<file path="config.mk">
export PLATFORM = sky130hd
export DESIGN_NAME = apb_txn_sequencer
export DESIGN_NICKNAME = d
export VERILOG_FILES = /design/src/rtl/apb_conv_pkg.sv /design/src/rtl/apb_req_slot.sv /design/src/rtl/apb_txn_sequencer.sv
export SDC_FILE = /design/constraint.sdc
export NUM_CORES = 1
export LEC_CHECK = 0
export ABC_CLOCK_PERIOD_IN_PS = 4320
export BUFFER_PORTS_ARGS = -buffer_cell sky130_fd_sc_hd__buf_2
export CORE_MARGIN = 3
export CORE_UTILIZATION = 56
export DETAILED_ROUTE_END_ITERATION = 16
export GPL_TIMING_DRIVEN = 0
export PLACE_DENSITY = 0.82
export SLEW_MARGIN = 20
export SYNTH_ARGS = -nofsm -noshare
export SYNTH_HDL_FRONTEND = slang
export SYNTH_SLANG_ARGS = --single-unit
</file>
<file path="constraint.sdc">
create_clock -name axi_clk -period 4.32 [get_ports axi_clk]
set_input_delay 0.216 -clock axi_clk [delete_from_list [all_inputs] [get_ports axi_clk]]
set_output_delay 0.216 -clock axi_clk [all_outputs]
set_load 0.05 [all_outputs]
</file>
<file path="src/rtl/apb_conv_pkg.sv">
// apb_conv_pkg: shared APB transfer states, grant encoding and default timeout
package apb_conv_pkg;
  typedef enum logic [1:0] {IDLE = 2'd0, SETUP = 2'd1, ACCESS = 2'd2} apb_state_e;
  typedef enum logic {GNT_READ = 1'b0, GNT_WRITE = 1'b1} apb_grant_e;
  localparam int APB_TIMEOUT_DEFAULT = 256;
endpackage

</file>
<file path="src/rtl/apb_req_slot.sv">
// apb_req_slot: one-entry request hold register; a start while occupied is ignored
module apb_req_slot #(
  parameter int W = 8
) (
  input  logic         axi_clk,
  input  logic         sys_aresetn,
  input  logic         start,
  input  logic         clear,
  input  logic [W-1:0] req,
  output logic         valid,
  output logic [W-1:0] held
);
  always_ff @(posedge axi_clk or negedge sys_aresetn)
    if (!sys_aresetn) begin
      valid <= 1'b0;
      held  <= '0;
    end else if (clear) begin
      valid <= 1'b0;
    end else if (start && !valid) begin
      valid <= 1'b1;
      held  <= req;
    end
endmodule

</file>
<file path="src/rtl/apb_txn_sequencer.sv">
// apb_txn_sequencer: arbitrates one pending write and one pending read onto an APB master port
module apb_txn_sequencer
  import apb_conv_pkg::*;
#(
  parameter int AW             = 32,
  parameter int DW             = 32,
  parameter int TIMEOUT_CYCLES = APB_TIMEOUT_DEFAULT
) (
  input  logic            axi_clk,
  input  logic            sys_aresetn,
  input  logic            start_write,
  input  logic [AW-1:0]   write_address,
  input  logic [DW-1:0]   write_data,
  input  logic [DW/8-1:0] be,
  input  logic [2:0]      wprot,
  input  logic            start_read,
  input  logic [AW-1:0]   read_address,
  input  logic [2:0]      rprot,
  output logic            done_write,
  output logic [DW-1:0]   read_data,
  output logic            read_data_valid,
  output logic            slv_err,
  output logic [AW-1:0]   paddr,
  output logic            psel,
  output logic            penable,
  output logic            pwrite,
  output logic [DW-1:0]   pwdata,
  output logic [DW/8-1:0] pstrb,
  output logic [2:0]      pprot,
  input  logic [DW-1:0]   prdata,
  input  logic            pready,
  input  logic            pslverr
);
  localparam int SW = DW / 8;
  localparam int WW = AW + DW + SW + 3;
  localparam int RW = AW + 3;
  localparam int CW = TIMEOUT_CYCLES > 1 ? $clog2(TIMEOUT_CYCLES + 1) : 1;
  apb_state_e state, state_n;
  apb_grant_e last_grant, grant;
  logic wv, rv, tie, fin, expired;
  logic [WW-1:0] wreq;
  logic [RW-1:0] rreq;
  logic [CW-1:0] cnt;
  apb_req_slot #(.W(WW)) u_wslot (
    .axi_clk     (axi_clk),
    .sys_aresetn (sys_aresetn),
    .start       (start_write),
    .clear       (fin && pwrite),
    .req         ({write_address, write_data, be, wprot}),
    .valid       (wv),
    .held        (wreq)
  );
  apb_req_slot #(.W(RW)) u_rslot (
    .axi_clk     (axi_clk),
    .sys_aresetn (sys_aresetn),
    .start       (start_read),
    .clear       (fin && !pwrite),
    .req         ({read_address, rprot}),
    .valid       (rv),
    .held        (rreq)
  );
  always_comb begin
    tie     = wv && rv;
    grant   = tie ? (last_grant == GNT_READ ? GNT_WRITE : GNT_READ) : (wv ? GNT_WRITE : GNT_READ);
    expired = state == ACCESS && !pready && TIMEOUT_CYCLES != 0 && cnt == CW'(TIMEOUT_CYCLES - 1);
    fin     = state == ACCESS && (pready || expired);
    state_n = state == IDLE ? (wv || rv ? SETUP : IDLE) :
              state == SETUP ? ACCESS :
              state == ACCESS && !fin ? ACCESS : IDLE;
    psel    = state == SETUP || state == ACCESS;
    penable = state == ACCESS;
  end
  always_ff @(posedge axi_clk or negedge sys_aresetn)
    if (!sys_aresetn) state <= IDLE;
    else state <= state_n;
  // last_grant only moves on a genuine tie, so lone requests do not disturb alternation
  always_ff @(posedge axi_clk or negedge sys_aresetn)
    if (!sys_aresetn) begin
      last_grant      <= GNT_READ;
      cnt             <= '0;
      pwrite          <= 1'b0;
      paddr           <= '0;
      pwdata          <= '0;
      pstrb           <= '0;
      pprot           <= '0;
      done_write      <= 1'b0;
      read_data_valid <= 1'b0;
      read_data       <= '0;
      slv_err         <= 1'b0;
    end else begin
      cnt             <= state == ACCESS && !fin ? cnt + 1'b1 : '0;
      done_write      <= fin && pwrite;
      read_data_valid <= fin && !pwrite;
      if (fin) slv_err <= !pready || pslverr;
      if (fin && !pwrite) read_data <= pready ? prdata : '0;
      if (state == IDLE && (wv || rv)) begin
        if (tie) last_grant <= grant;
        pwrite <= grant == GNT_WRITE;
        if (grant == GNT_WRITE) {paddr, pwdata, pstrb, pprot} <= wreq;
        else begin
          {paddr, pprot} <= rreq;
          pstrb <= '0;
        end
      end
    end
endmodule

</file>
# After elaboration in Yosys (flattened, before gate mapping)
# Cells that the tools add are included.
word_totals:
  ff_bits: 227
  latch_bits: 0
  mem_bits_rw: 0
  romBits: 0
  input_bits: 144
  out_inout_bits: 109
  wordCells: 64
  mem_count: 0
classes:
  n_addsub: 1
  multipliers: 0
  n_div: 0
  magnitude_cmp: 0
  eq_ne: 3
  shift: 0
  muxes: 16
  bitwise_logic: 2
  reduce_logical: 26
ops:
  columns: ["cell", "count"]
  rows:
  - ["two-way mux 32 bit", 2]
  - ["logical AND 1 bit", 10]
  - ["adder 9 x 1 -> 9 bit (second input constant)", 1]
  - ["== test 9 x 8 -> 1 bit (second input constant)", 1]
  - ["two-way mux 9 bit", 1]
  - ["two-way mux 1 bit", 8]
  - ["AND reduction 2 bit", 4]
  - ["two-way mux 2 bit", 3]
  - ["logical NOT 1 bit", 5]
  - ["logical OR 1 bit", 4]
  - ["two-way mux 4 bit", 1]
  - ["nonzero test 2 bit", 2]
  - ["two-way mux 3 bit", 1]
  - ["== test 2 x 1 -> 1 bit (second input constant)", 1]
  - ["== test 2 bit (second input constant)", 1]
  - ["logical NOT 2 bit", 1]
  - ["inverter 1 bit", 2]

# Depth between registers and ports, before layout
# Gate-level depths: netlist (run 1).
depth:
  word_depth: 10
  mapped_depth: 8

# Cells and area by module
# A second synthesis (run 1) with hierarchy kept.
hier_totals:
  cells_unflattened: 709
  hier_area_um2: 9277.6
modules_own_cells:
  columns: ["module", "instances", "cells_each", "area_per_inst_um2", "seq_area_each_um2"]
  rows:
  - ["apb_txn_sequencer", 1, 478, 4887.2, 2977.9]
  - ["apb_req_slot at u_wslot", 1, 154, 3035.4, 1801.7]
  - ["apb_req_slot at u_rslot", 1, 77, 1355.0, 900.9]

# Worst setup path after synthesis (run 1)
# OpenSTA, ideal clock, no wires.
synth_path:
  kind: "register to register"
  startpoint: "register state[0]"
  endpoint: "register u_rslot.held[24]"
  setup_time_ps: 125
  t_arrival_ps: 2076
  path_slack_ps: 2119
  path_stages_with_launch: 7
  cell_sequence: "dfrtp_1 inv_1 ha_1 o21ai_2 o21ai_2 buf_2 mux2_2"
synth_via:
  elab_chain_cells: 8
synth_lines:
  columns: ["item", "line", "text"]
  rows:
  - ["start: declaration", "apb_txn_sequencer.sv:38", "apb_state_e state, state_n;"]
  - ["start signal: assignment", "apb_txn_sequencer.sv:75", "else state <= state_n;"]
  - ["== test 2 bit (*)", null, null]
  - ["via penable", "apb_txn_sequencer.sv:25", "output logic penable,"]
  - ["logical AND 1 bit (2 in series)", "apb_txn_sequencer.sv:65", "expired = state == ACCESS && !pready && TIMEOUT_CYCLES != 0 && cnt == CW'(TIMEOUT_CYCLES - 1);"]
  - ["logical OR 1 bit", "apb_txn_sequencer.sv:66", "fin = state == ACCESS && (pready || expired);"]
  - ["logical AND 1 bit (*)", "apb_txn_sequencer.sv:66", null]
  - ["logical AND 1 bit (*)", "apb_txn_sequencer.sv:57", ".clear (fin && !pwrite),"]
  - ["inverter 1 bit (no source line) (*)", null, null]
  - ["AND reduction 2 bit (no source line) (*)", null, null]
  - ["end signal: assignment", "apb_req_slot.sv:21", "held <= req;"]
  - ["end: declaration", "apb_req_slot.sv:11", "output logic [W-1:0] held"]
# The timed path passes the listed nets; every way through them passes the cells marked *.
# A chain may end at the register's enable or synchronous reset.

# Final worst setup path (run 1)
layout_path:
  startpoint: "register cnt[0]"
  endpoint: "register u_rslot.held[16]"
layout_via:
  elab_chain_cells: 7
layout_lines:
  columns: ["item", "line", "text"]
  rows:
  - ["start: declaration", "apb_txn_sequencer.sv:43", "logic [CW-1:0] cnt;"]
  - ["start signal: assignment", "apb_txn_sequencer.sv:91", "cnt <= state == ACCESS && !fin ? cnt + 1'b1 : '0;"]
  - ["== test 9 x 8 -> 1 bit", "apb_txn_sequencer.sv:65", null]
  - ["logical AND 1 bit", "apb_txn_sequencer.sv:65", null]
  - ["logical OR 1 bit", "apb_txn_sequencer.sv:66", null]
  - ["logical AND 1 bit", "apb_txn_sequencer.sv:66", null]
  - ["logical AND 1 bit", "apb_txn_sequencer.sv:57", null]
  - ["inverter 1 bit (no source line)", null, null]
  - ["AND reduction 2 bit (no source line)", null, null]
# No other way between the ends.

==> flow_metrics.env, run 1 <==
export IMPL_grt_max_degree=92
export IMPL_die_area_mm2=0.0174
export IMPL_dp_hpwl_um=15500
export IMPL_final_cell_area_mm2=0.0126
export IMPL_insertion_delay_ps=530
export IMPL_clkPwrFrac_pct=18.1
export IMPL_end_kind="register"
export IMPL_die_h_um=132
export IMPL_path_class="reg2reg"
export IMPL_final_core_util_pct=82.2
export IMPL_cts_buffer_depth=3
export IMPL_placed_cell_area_mm2=0.0105
export IMPL_rsz0062_at_grt="false"
export IMPL_clk_pin_slew_worst_paths_ps=60
export IMPL_critPathRequiredTime_ps=4720
export IMPL_rows=45
export IMPL_slowest_stage="o21ai_2"
export IMPL_min_period_ps=2680
export IMPL_cts_sinks=227
export IMPL_io_pins=253
export IMPL_first_pass_iters=6
export IMPL_viasPerCell=5.50
export IMPL_drt_iter0_drc=537
export IMPL_core_mm2=0.0154
export IMPL_ys_ff_latch=227
export IMPL_postCtsSetupBuffers=0
export IMPL_combPwrFrac_pct=46.6
export IMPL_slowest_delay_ps=460
export IMPL_final_cell_mix="266 x buf_2, 227 x dfrtp_1, 143 x dlygate4sd3_1"
export IMPL_power_density_mw_per_mm2=841
export IMPL_drc_errors=0
export IMPL_cts_tree="done"
export IMPL_area_growth_pct=42.1
export IMPL_fill_cells=816
export IMPL_grt_overflow=0
export IMPL_crit_arrival_ps=3080
export IMPL_syn_nets=860
export IMPL_status="completed"
export IMPL_worstMarginPinSlew_ps=936
export IMPL_syn_inst=712
export IMPL_dieWidth_um=132
export IMPL_wire_per_inst_um=20.5
export IMPL_worstPathCellList="ha_1 > nand4_1 > nor2_1 > ha_1 > o21ai_2 > o21ai_2 > buf_2 > mux2_2"
export IMPL_synth_distinct_cells=33
export IMPL_setup_tns_ps=0
export IMPL_p_seq_share_pct=35.3
export IMPL_antenna_found_initial=2
export IMPL_syn_area_mm2=0.00889
export IMPL_drive_gt1_share_pct=37.6
export IMPL_grt_pass1_vias=8340
export IMPL_drv_slew=0
export IMPL_grt_util_all_layers_pct=32.3
export IMPL_max_slew_margin_rel_pct=37.6
export IMPL_num_vias=7471
export IMPL_gp_congestion=0.820
export IMPL_start_kind="register"
export IMPL_power_switching_fraction_pct=45.6
export IMPL_start_util_pct=57.9
export IMPL_hold_violations=0
export IMPL_cts_buffers=23
export IMPL_finalCritPeriodShare_pct=62.0
export IMPL_worst_path_max_fanout=10
export IMPL_fmax_mhz=373
export IMPL_final_common_cell="buf_2"
export IMPL_cts_root_buf="clkbuf_16"
export IMPL_grt_pass1_wl_um=44800
export IMPL_internal_power_mw=5.78
export IMPL_clock_skew_ps=24.3
export IMPL_max_cap_violations=0
export IMPL_nets=1281
export IMPL_syn_area_per_cell_um2=12.5
export IMPL_h_tree_depth=1
export IMPL_p_sw_mw=4.85
export IMPL_setup_viol=0
export IMPL_vdd_drop_max_mv=0.609
export IMPL_ys_seq_area_share_pct=63.9
export IMPL_yosysWarnings=0
export IMPL_portBuffers=251
export IMPL_routed_wl_um=27800
export IMPL_p_leak_nw=6.04
export IMPL_postRouteAntennaNets=0
export IMPL_hp_class="in2reg"
[registers in the layout, indices dropped and copies added (netlist names), 2 cells and up]
| signal | count |
|---|---|
| u_rslot.held | 35 |
| paddr | 32 |
| pwdata | 32 |
| cnt | 9 |
| read_data | 32 |
| state | 2 |
| u_wslot.held | 71 |
| pstrb | 4 |
| pprot | 3 |
[Yosys cell counts (all sizes together)]
master  instances  area, um^2
or4             1        7.51
xnor2           2        17.5
nand3           5        25.0
nand2          72         270
a22o            4        35.0
o211ai          1        7.51
or3b            1        8.76
dfrtp         227        5680
xor2            2        17.5
clkbuf         25        93.8
ha              4        50.1
a21boi          1        7.51
nor2b           2        12.5
mux2          138        1550
clkinv          1        3.75
nor3b           1        7.51
a21oi          74         374
a21o            1        7.51
and2            1        6.26
or3             2        12.5
nand2b          1        6.26
inv             7        26.3
nand4           2        12.5
nor2           47         176
o21ai          71         367
buf            18        95.1
a21bo           1        10.0
[worst max-delay path: cells and delay by family (launching register included)]
family,cells,cell delay (ps)
muxes,1,390
adders and majority gates,2,440
DFF,1,400
and+or+nand+nor,2,310
AOI/OAI and AO/OA,2,630
buffers and inverters,1,390
[power by group through the flow]
stage / logic (mW) / registers [mW] / clock network [mW]
6_report: 4.95 / 3.75 / 1.92
5_1_grt: 5.25 / 3.85 / 2.03
4_1_cts: 4.81 / 3.67 / 1.93
3_5_place_dp: 4.68 / 3.69 / 0
3_3_place_gp: 4.55 / 3.63 / 0
2_1_floorplan: 1.80 / 5.27 / 0
[worst paths after layout]
path | cells past startpoint | from | slack, ps | endpoint
setup / recovery | 8 | cnt[0] | 1640 | u_rslot.held[16]
hold / removal | 3 | pready | 70 | read_data[0]
setup reg to reg | 8 | cnt[0] | 1640 | u_rslot.held[16]
hold reg to reg | 1 | u_rslot.held[11] | 500 | u_rslot.held[11]
max in group asynchronous | 4 | sys_aresetn | 2940 | u_rslot.held[17]
min in group asynchronous | 2 | sys_aresetn | 230 | read_data[18]
[metrics by stage]
stage	total power, mW	std cells	setup WS [ps]	hold slack (ps)
floorplan	7.07	712	2120	-79.6
global placement	8.18	1174	-826	428
detailed placement	8.36	1176	1720	176
CTS	10.4	1357	1670	29.4
global route	11.1	1359	1510	79.0
finish	10.6	1359	1640	66.5
[area by class of cell]
cell class              instances  area [um^2]  share of cell area (%)
plain buffers                  43          189                    1.50
clock inverters                 3         30.0                   0.238
clock buffers                  35          691                    5.47
inverters                       8         30.0                   0.238
flip-flops and latches        227         5680                    45.0
multi-input cells             434         2990                    23.7
well taps                     211          264                    2.09
repair buffers                396         2750                    21.8
diodes                          2         5.00                  0.0396
[repair_timing]
item,CTS,global route
gates resized for setup,0,0
hold buffers,143,0
hold endpoints to repair,202,0
[kinds of logic (layout without fill, tap and decap cells)]
logic type	after synthesis	in the layout	share of synthesized area (%)
flops	227	227	63.9
compound gates	153	153	9.09
mux	138	138	17.5
simple gates	135	135	6.13
buf+inv	51	485	2.46
fa+ha+maj	4	4	0.563
xor+xnor	4	4	0.394
other cells	0	2	0
[metal layers]
metal	track usage, %	wire, um
met5	0	0
met4	14.4	1410
met3	5.73	1740
met2	58.6	14800
met1	37.4	9880
Note: power is estimated with default switching activity, not from simulation.
==> inputs of run 2 (changes only) <==
ABC_CLOCK_PERIOD_IN_PS = 2800   (was 4320)
CORE_UTILIZATION = 52   (was 56)
PLACE_DENSITY = 0.77   (was 0.82)
clock period = 2.8 ns   (was 4.32 ns; I/O delays follow)
==> run 2 against run 1 <==
Sequential share of layout area is 0.62 points lower. Total power is 55% higher. Routed wire length is 8.6% lower. Critical endpoint is now u_rslot.held[17]. Clock-buffer cell count stayed put. Largest power group unchanged. Critical path type unchanged. Worst setup slack worse by 1400 ps. Hold slack better by 59 ps. Flip-flop and latch count stayed put. Clock power is 75% higher. Clock skew is 17 ps lower.
==> flow_metrics.env, run 2 (synthesis gave the netlist of run 1 again) <==
export IMPL_status="completed"
export IMPL_worstSetupEndpoint="u_rslot.held[17]"
export IMPL_cts_buffer_depth=3
export IMPL_slowest_delay_ps=390
export IMPL_finalCritPeriodShare_pct=93.0
export IMPL_max_slew_margin_rel_pct=49.3
export IMPL_worstPathCellList="ha_1 > nand4_1 > nor2_1 > ha_1 > o21ai_2 > o21ai_4 > buf_2 > mux2_2"
export IMPL_setup_viol=0
export IMPL_cts_sinks=227
export IMPL_largest_reg_flops=71
export IMPL_die_area_mm2=0.0187
export IMPL_setup_worst_path_start="cnt[0]"
export IMPL_vdd_drop_max_mv=0.862
export IMPL_routed_wl_um=25400
export IMPL_max_cap_violations=0
export IMPL_start_util_pct=53.4
export IMPL_r2r_start="cnt[0]"
export IMPL_portBuffers=251
export IMPL_crit_arrival_ps=2990
export IMPL_path_class="reg2reg"
export IMPL_dieWidth_um=137
export IMPL_start_kind="register"
export IMPL_die_h_um=137
export IMPL_min_period_ps=2600
export IMPL_num_vias=7284
export IMPL_postCtsSetupBuffers=0
export IMPL_power_density_mw_per_mm2=1290
export IMPL_h_tree_depth=1
export IMPL_worstMarginPinSlew_ps=758
export IMPL_instances_no_fill=1376
export IMPL_place_inst=1185
export IMPL_largest_registers="u_wslot.held x71, u_rslot.held x35"
export IMPL_clk_pin_slew_worst_paths_ps=60
export IMPL_crit_cells=8
export IMPL_rr_worst_depth=8
export IMPL_final_cell_mix="266 x buf_2, 227 x dfrtp_1, 146 x dlygate4sd3_1"
export IMPL_path_buf_inv=1
export IMPL_cts_buffers=24
export IMPL_rows=47
export IMPL_cts_tree="done"
export IMPL_drt_iter0_drc=382
export IMPL_grt_pass1_wl_um=39600
export IMPL_hold_violations=0
export IMPL_first_pass_iters=4
export IMPL_cts_root_buf="clkbuf_16"
export IMPL_area_growth_pct=44.1
export IMPL_slowest_stage="dfrtp_1"
export IMPL_gp_congestion=0.798
export IMPL_drc_errors=0
export IMPL_insertion_delay_ps=510
export IMPL_grt_overflow=0
export IMPL_rsz0062_at_grt="false"
export IMPL_timing_rr_end="u_rslot.held[17]"
export IMPL_core_mm2=0.0166
export IMPL_worst_path_max_fanout=10
export IMPL_regMostFlops="u_wslot.held"
export IMPL_whs_ps=126
export IMPL_end_kind="register"
export IMPL_drv_slew=0
export IMPL_fmax_mhz=384
export IMPL_grt_max_degree=92
export IMPL_crit_top_cell="ha_1"
export IMPL_clock_skew_ps=7.46
export IMPL_grt_util_all_layers_pct=26.9
export IMPL_path_delay_family="compound AO/OA/AOI/OAI gates"
export IMPL_antenna_found_initial=1
export IMPL_io_pins=253
export IMPL_hp_class="in2async"
export IMPL_final_common_cell="buf_2"
export IMPL_drive_gt1_share_pct=37.9
export IMPL_p_leak_nw=6.12
export IMPL_wire_per_inst_um=18.5
export IMPL_dp_hpwl_um=15100
export IMPL_rrSetupSlack_ps=200
export IMPL_postRouteAntennaNets=0
export IMPL_timing_final_ws_setup_ps=197
export IMPL_critPathRequiredTime_ps=3190
export IMPL_viasPerCell=5.29
export IMPL_dp_slack_ps=139
export IMPL_nets=1285
export IMPL_grt_pass1_vias=7616
==> run 2: where the power goes <==
part           internal, mW  leakage [nW]  total [mW]  switching, mW
Sequential             4.87          2.78        5.70          0.831
Clock                  2.06         0.422        3.36           1.29
Combinational          2.34          2.92        7.43           5.08
Total                  9.27          6.12        16.5           7.21
==> run 2: layer usage <==
metal  up-vias  global-route usage [%]  wire length, um  share of wire, %
li1       3306                       -                -                 -
met1      3612                    33.6             9920                39
met2       283                    46.5            13000                51
met3        83                    5.26             1420               5.6
met4         0                    10.5             1060               4.1
met5         -                       0                0                 0
==> run 2: how the worst min path moves through the flow <==
stage,startpoint,endpoint,slack (ps)
detailed placement,sys_aresetn,read_data[19],80
global route,sys_aresetn,read_data[19],170
global placement,read_address[8],u_rslot.held[11],350
CTS,sys_aresetn,read_data[19],140
floorplan,sys_aresetn,cnt[0],-160
finish,sys_aresetn,read_data[19],130
==> run 2: cell type report <==
type | count | area [um^2]
clock buffer | 35 | 723
multi-input combinational | 434 | 3010
tap | 220 | 275
inverter | 8 | 30.0
clock inverter | 9 | 120
sequential | 227 | 5680
timing repair buffer | 399 | 2780
fill | 991 | 3830
antenna | 1 | 2.50
buffer | 43 | 189
==> run 2: what timing repair did <==
item / CTS / global route
setup endpoints to repair: 0 / 100
hold buffers: 146 / 0
hold endpoints to repair: 210 / 0
gates resized for setup: 0 / 2
==> run 2: per-stage QoR <==
step                      TNS, ps  cell area (um^2)  power, mW  util (%)
after CTS                       0             12800       16.4      76.9
after detailed placement        0             10500       12.8      63.0
final                           0             12800       16.5      77.0
after floorplan                 0              8890       10.9         -
after global routing            0             12800       17.3      77.0
after global placement    -525040             10400       12.6      62.6
==> run 2: worst reg2reg max path: cells and delay by family (launching register included) <==
kind	cells	cell delay (ps)
AOI/OAI and AO/OA	2	570
and+or+nand+nor	2	340
muxes	1	380
DFF	1	390
adders and majority gates	2	450
buffers and inverters	1	360
==> inputs of run 3 (changes only) <==
ABC_CLOCK_PERIOD_IN_PS = 3200   (was 2800)
CORE_UTILIZATION = 56   (was 52)
PLACE_DENSITY = 0.82   (was 0.77)
clock period = 3.2 ns   (was 2.8 ns; I/O delays follow)
==> run 3 against run 2 <==
Largest power group unchanged. Clock power shrank 23%. Global-route usage grew 5.5 points. Core utilization grew 5.4 points. Clock skew grew 20 ps. Critical endpoint is now u_rslot.held[16]. Largest cell class unchanged.
==> flow_metrics.env, run 3 (synthesis gave the netlist of run 1 again) <==
export IMPL_h_tree_depth=1
export IMPL_max_slew_margin_rel_pct=38.1
export IMPL_wire_per_inst_um=20.6
export IMPL_cts_sinks=227
export IMPL_vdd_drop_max_mv=0.822
export IMPL_status="completed"
export IMPL_grtUsageMet1_pct=36.8
export IMPL_cts_root_buf="clkbuf_16"
export IMPL_clock_skew_ps=27.4
export IMPL_grt_overflow=0
export IMPL_rsz0062_at_grt="false"
export IMPL_core_mm2=0.0154
export IMPL_grtUsageMet2_pct=58.1
export IMPL_cts_tree="done"
export IMPL_seq_area_mm2=0.00568
export IMPL_timing_final_ws_setup_ps=499
export IMPL_hp_class="in2reg"
export IMPL_dp_slack_ps=599
export IMPL_start_kind="register"
export IMPL_worstPathCellList="ha_1 > nand4_1 > nor2_1 > ha_1 > o21ai_2 > o21ai_2 > buf_2 > mux2_2"
export IMPL_slowest_delay_ps=480
export IMPL_cts_buffers=23
export IMPL_grt_met3_usage_pct=6.53
export IMPL_combPwrFrac_pct=46.6
export IMPL_p_sw_mw=6.56
export IMPL_rows=45
export IMPL_first_pass_iters=8
export IMPL_multi_input_comb_area_mm2=0.00299
export IMPL_r2r_start="cnt[0]"
export IMPL_power_switching_fraction_pct=45.7
export IMPL_slowest_stage="o21ai_2"
export IMPL_gr_max_usage_layer="met2"
export IMPL_cts_buffer_depth=3
export IMPL_clk_pin_slew_worst_paths_ps=60
export IMPL_path_delay_family="compound AO/OA/AOI/OAI gates"
export IMPL_viasPerCell=5.52
export IMPL_drv_slew=0
export IMPL_drive_gt1_share_pct=37.5
export IMPL_gp_congestion=0.820
export IMPL_internal_power_mw=7.80
export IMPL_power_density_mw_per_mm2=1130
export IMPL_end_kind="register"
export IMPL_worst_path_max_fanout=10
export IMPL_drc_errors=0
export IMPL_crit_arrival_ps=3100
export IMPL_grt_util_all_layers_pct=32.4
export IMPL_fmax_mhz=370
export IMPL_start_util_pct=57.9
export IMPL_antenna_found_initial=4
export IMPL_grt_pass1_wl_um=45000
export IMPL_path_class="reg2reg"
export IMPL_grt_pass1_vias=8360
export IMPL_die_area_mm2=0.0174
export IMPL_critPathRequiredTime_ps=3600
export IMPL_finalCritPeriodShare_pct=84.4
export IMPL_whs_ps=59.1
export IMPL_final_common_cell="buf_2"
export IMPL_postRouteAntennaNets=0
export IMPL_worstMarginPinSlew_ps=928
export IMPL_max_cap_violations=0
export IMPL_clkPwrFrac_pct=18.1
export IMPL_area_growth_pct=42.4
export IMPL_setup_viol=0
export IMPL_min_period_ps=2700
export IMPL_setup_worst_path_start="cnt[0]"
export IMPL_io_pins=253
export IMPL_final_core_util_pct=82.4
export IMPL_regMostFlops="u_wslot.held"
export IMPL_routed_wl_um=28100
export IMPL_p_seq_share_pct=35.3
export IMPL_largest_registers="u_wslot.held x71, u_rslot.held x35"
export IMPL_min_from="pready"
export IMPL_fill_cells=817
export IMPL_path_buf_inv=1
export IMPL_die_h_um=132
export IMPL_final_cell_mix="266 x buf_2, 227 x dfrtp_1, 145 x dlygate4sd3_1"
export IMPL_hold_violations=0
export IMPL_dieWidth_um=132
export IMPL_drt_iter0_drc=520
export IMPL_nets=1283
export IMPL_insertion_delay_ps=530
export IMPL_largest_reg_flops=71
export IMPL_finalPower_mw=14.4
export IMPL_dp_hpwl_um=15500
export IMPL_portBuffers=251
export IMPL_grt_max_degree=92
export IMPL_num_vias=7529
export IMPL_p_leak_nw=6.05
-- run 3: changes by cell type in the layout (fill, tap and decap cells not counted), moves of 2 or more --
| cell | previous run | this run |
|---|---|---|
| o21ai_4 | 2 | 0 |
| diode_2 | 1 | 4 |
| bufinv_16 | 3 | 0 |
| clkbuf_16 | 25 | 23 |
| clkinv_2 | 6 | 2 |
| o21ai_2 | 1 | 3 |
-- run 3: routing by layer --
metal  wire (um)  share of wire, %
met1        9890                35
met2       14900                53
met5           0                 0
met3        1740               6.2
met4        1600               5.7
-- run 3: power groups by stage --
stage	clock, mW	sequential (mW)	combinational (mW)
global placement	0	4.90	6.14
finish	2.60	5.07	6.69
floorplan	0	7.12	2.43
CTS	2.61	4.95	6.49
detailed placement	0	4.98	6.31
global route	2.75	5.20	7.08
-- run 3: worst paths after layout --
kind                       slack [ps]               end  cells after the start
max                               500  u_rslot.held[16]                      8
min                                60            cnt[7]                      4
max reg2reg                       500  u_rslot.held[16]                      8
min reg2reg                       500   u_rslot.held[5]                      1
max in group asynchronous        1880  u_rslot.held[17]                      4
min in group asynchronous         170     read_data[18]                      2
-- run 3: worst reg2reg max path, delay by kind of cell (launching register included) --
family,cells,cell delay (ps)
AOI/OAI and AO/OA,2,650
adders and majority gates,2,440
buffers and inverters,1,400
DFF,1,390
muxes,1,400
and+or+nand+nor,2,310
-- run 3: timing repair --
action | 4_1_cts | 5_1_grt
hold buffers | 145 | 0
setup buffers | 0 | 0
endpoints found under the hold margin | 202 | 0
resized for setup | 0 | 0
-- run 3: through the flow --
step	instances	setup TNS [ps]	instance area, um^2
after CTS	1359	0	12600
after global routing	1363	0	12700
final	1363	0	12700
after floorplan	712	0	8890
after global placement	1174	-424340	10400
after detailed placement	1176	0	10500
-- run 3: final cells by class --
class                   count  share of cell area [%]
diodes                      4                  0.0791
clock inverters             3                   0.237
clock buffers              35                    5.46
inverters                   8                   0.237
repair buffers            398                    21.9
flip-flops and latches    227                    44.9
plain buffers              43                    1.49
well taps                 211                    2.09
multi-input cells         434                    23.6
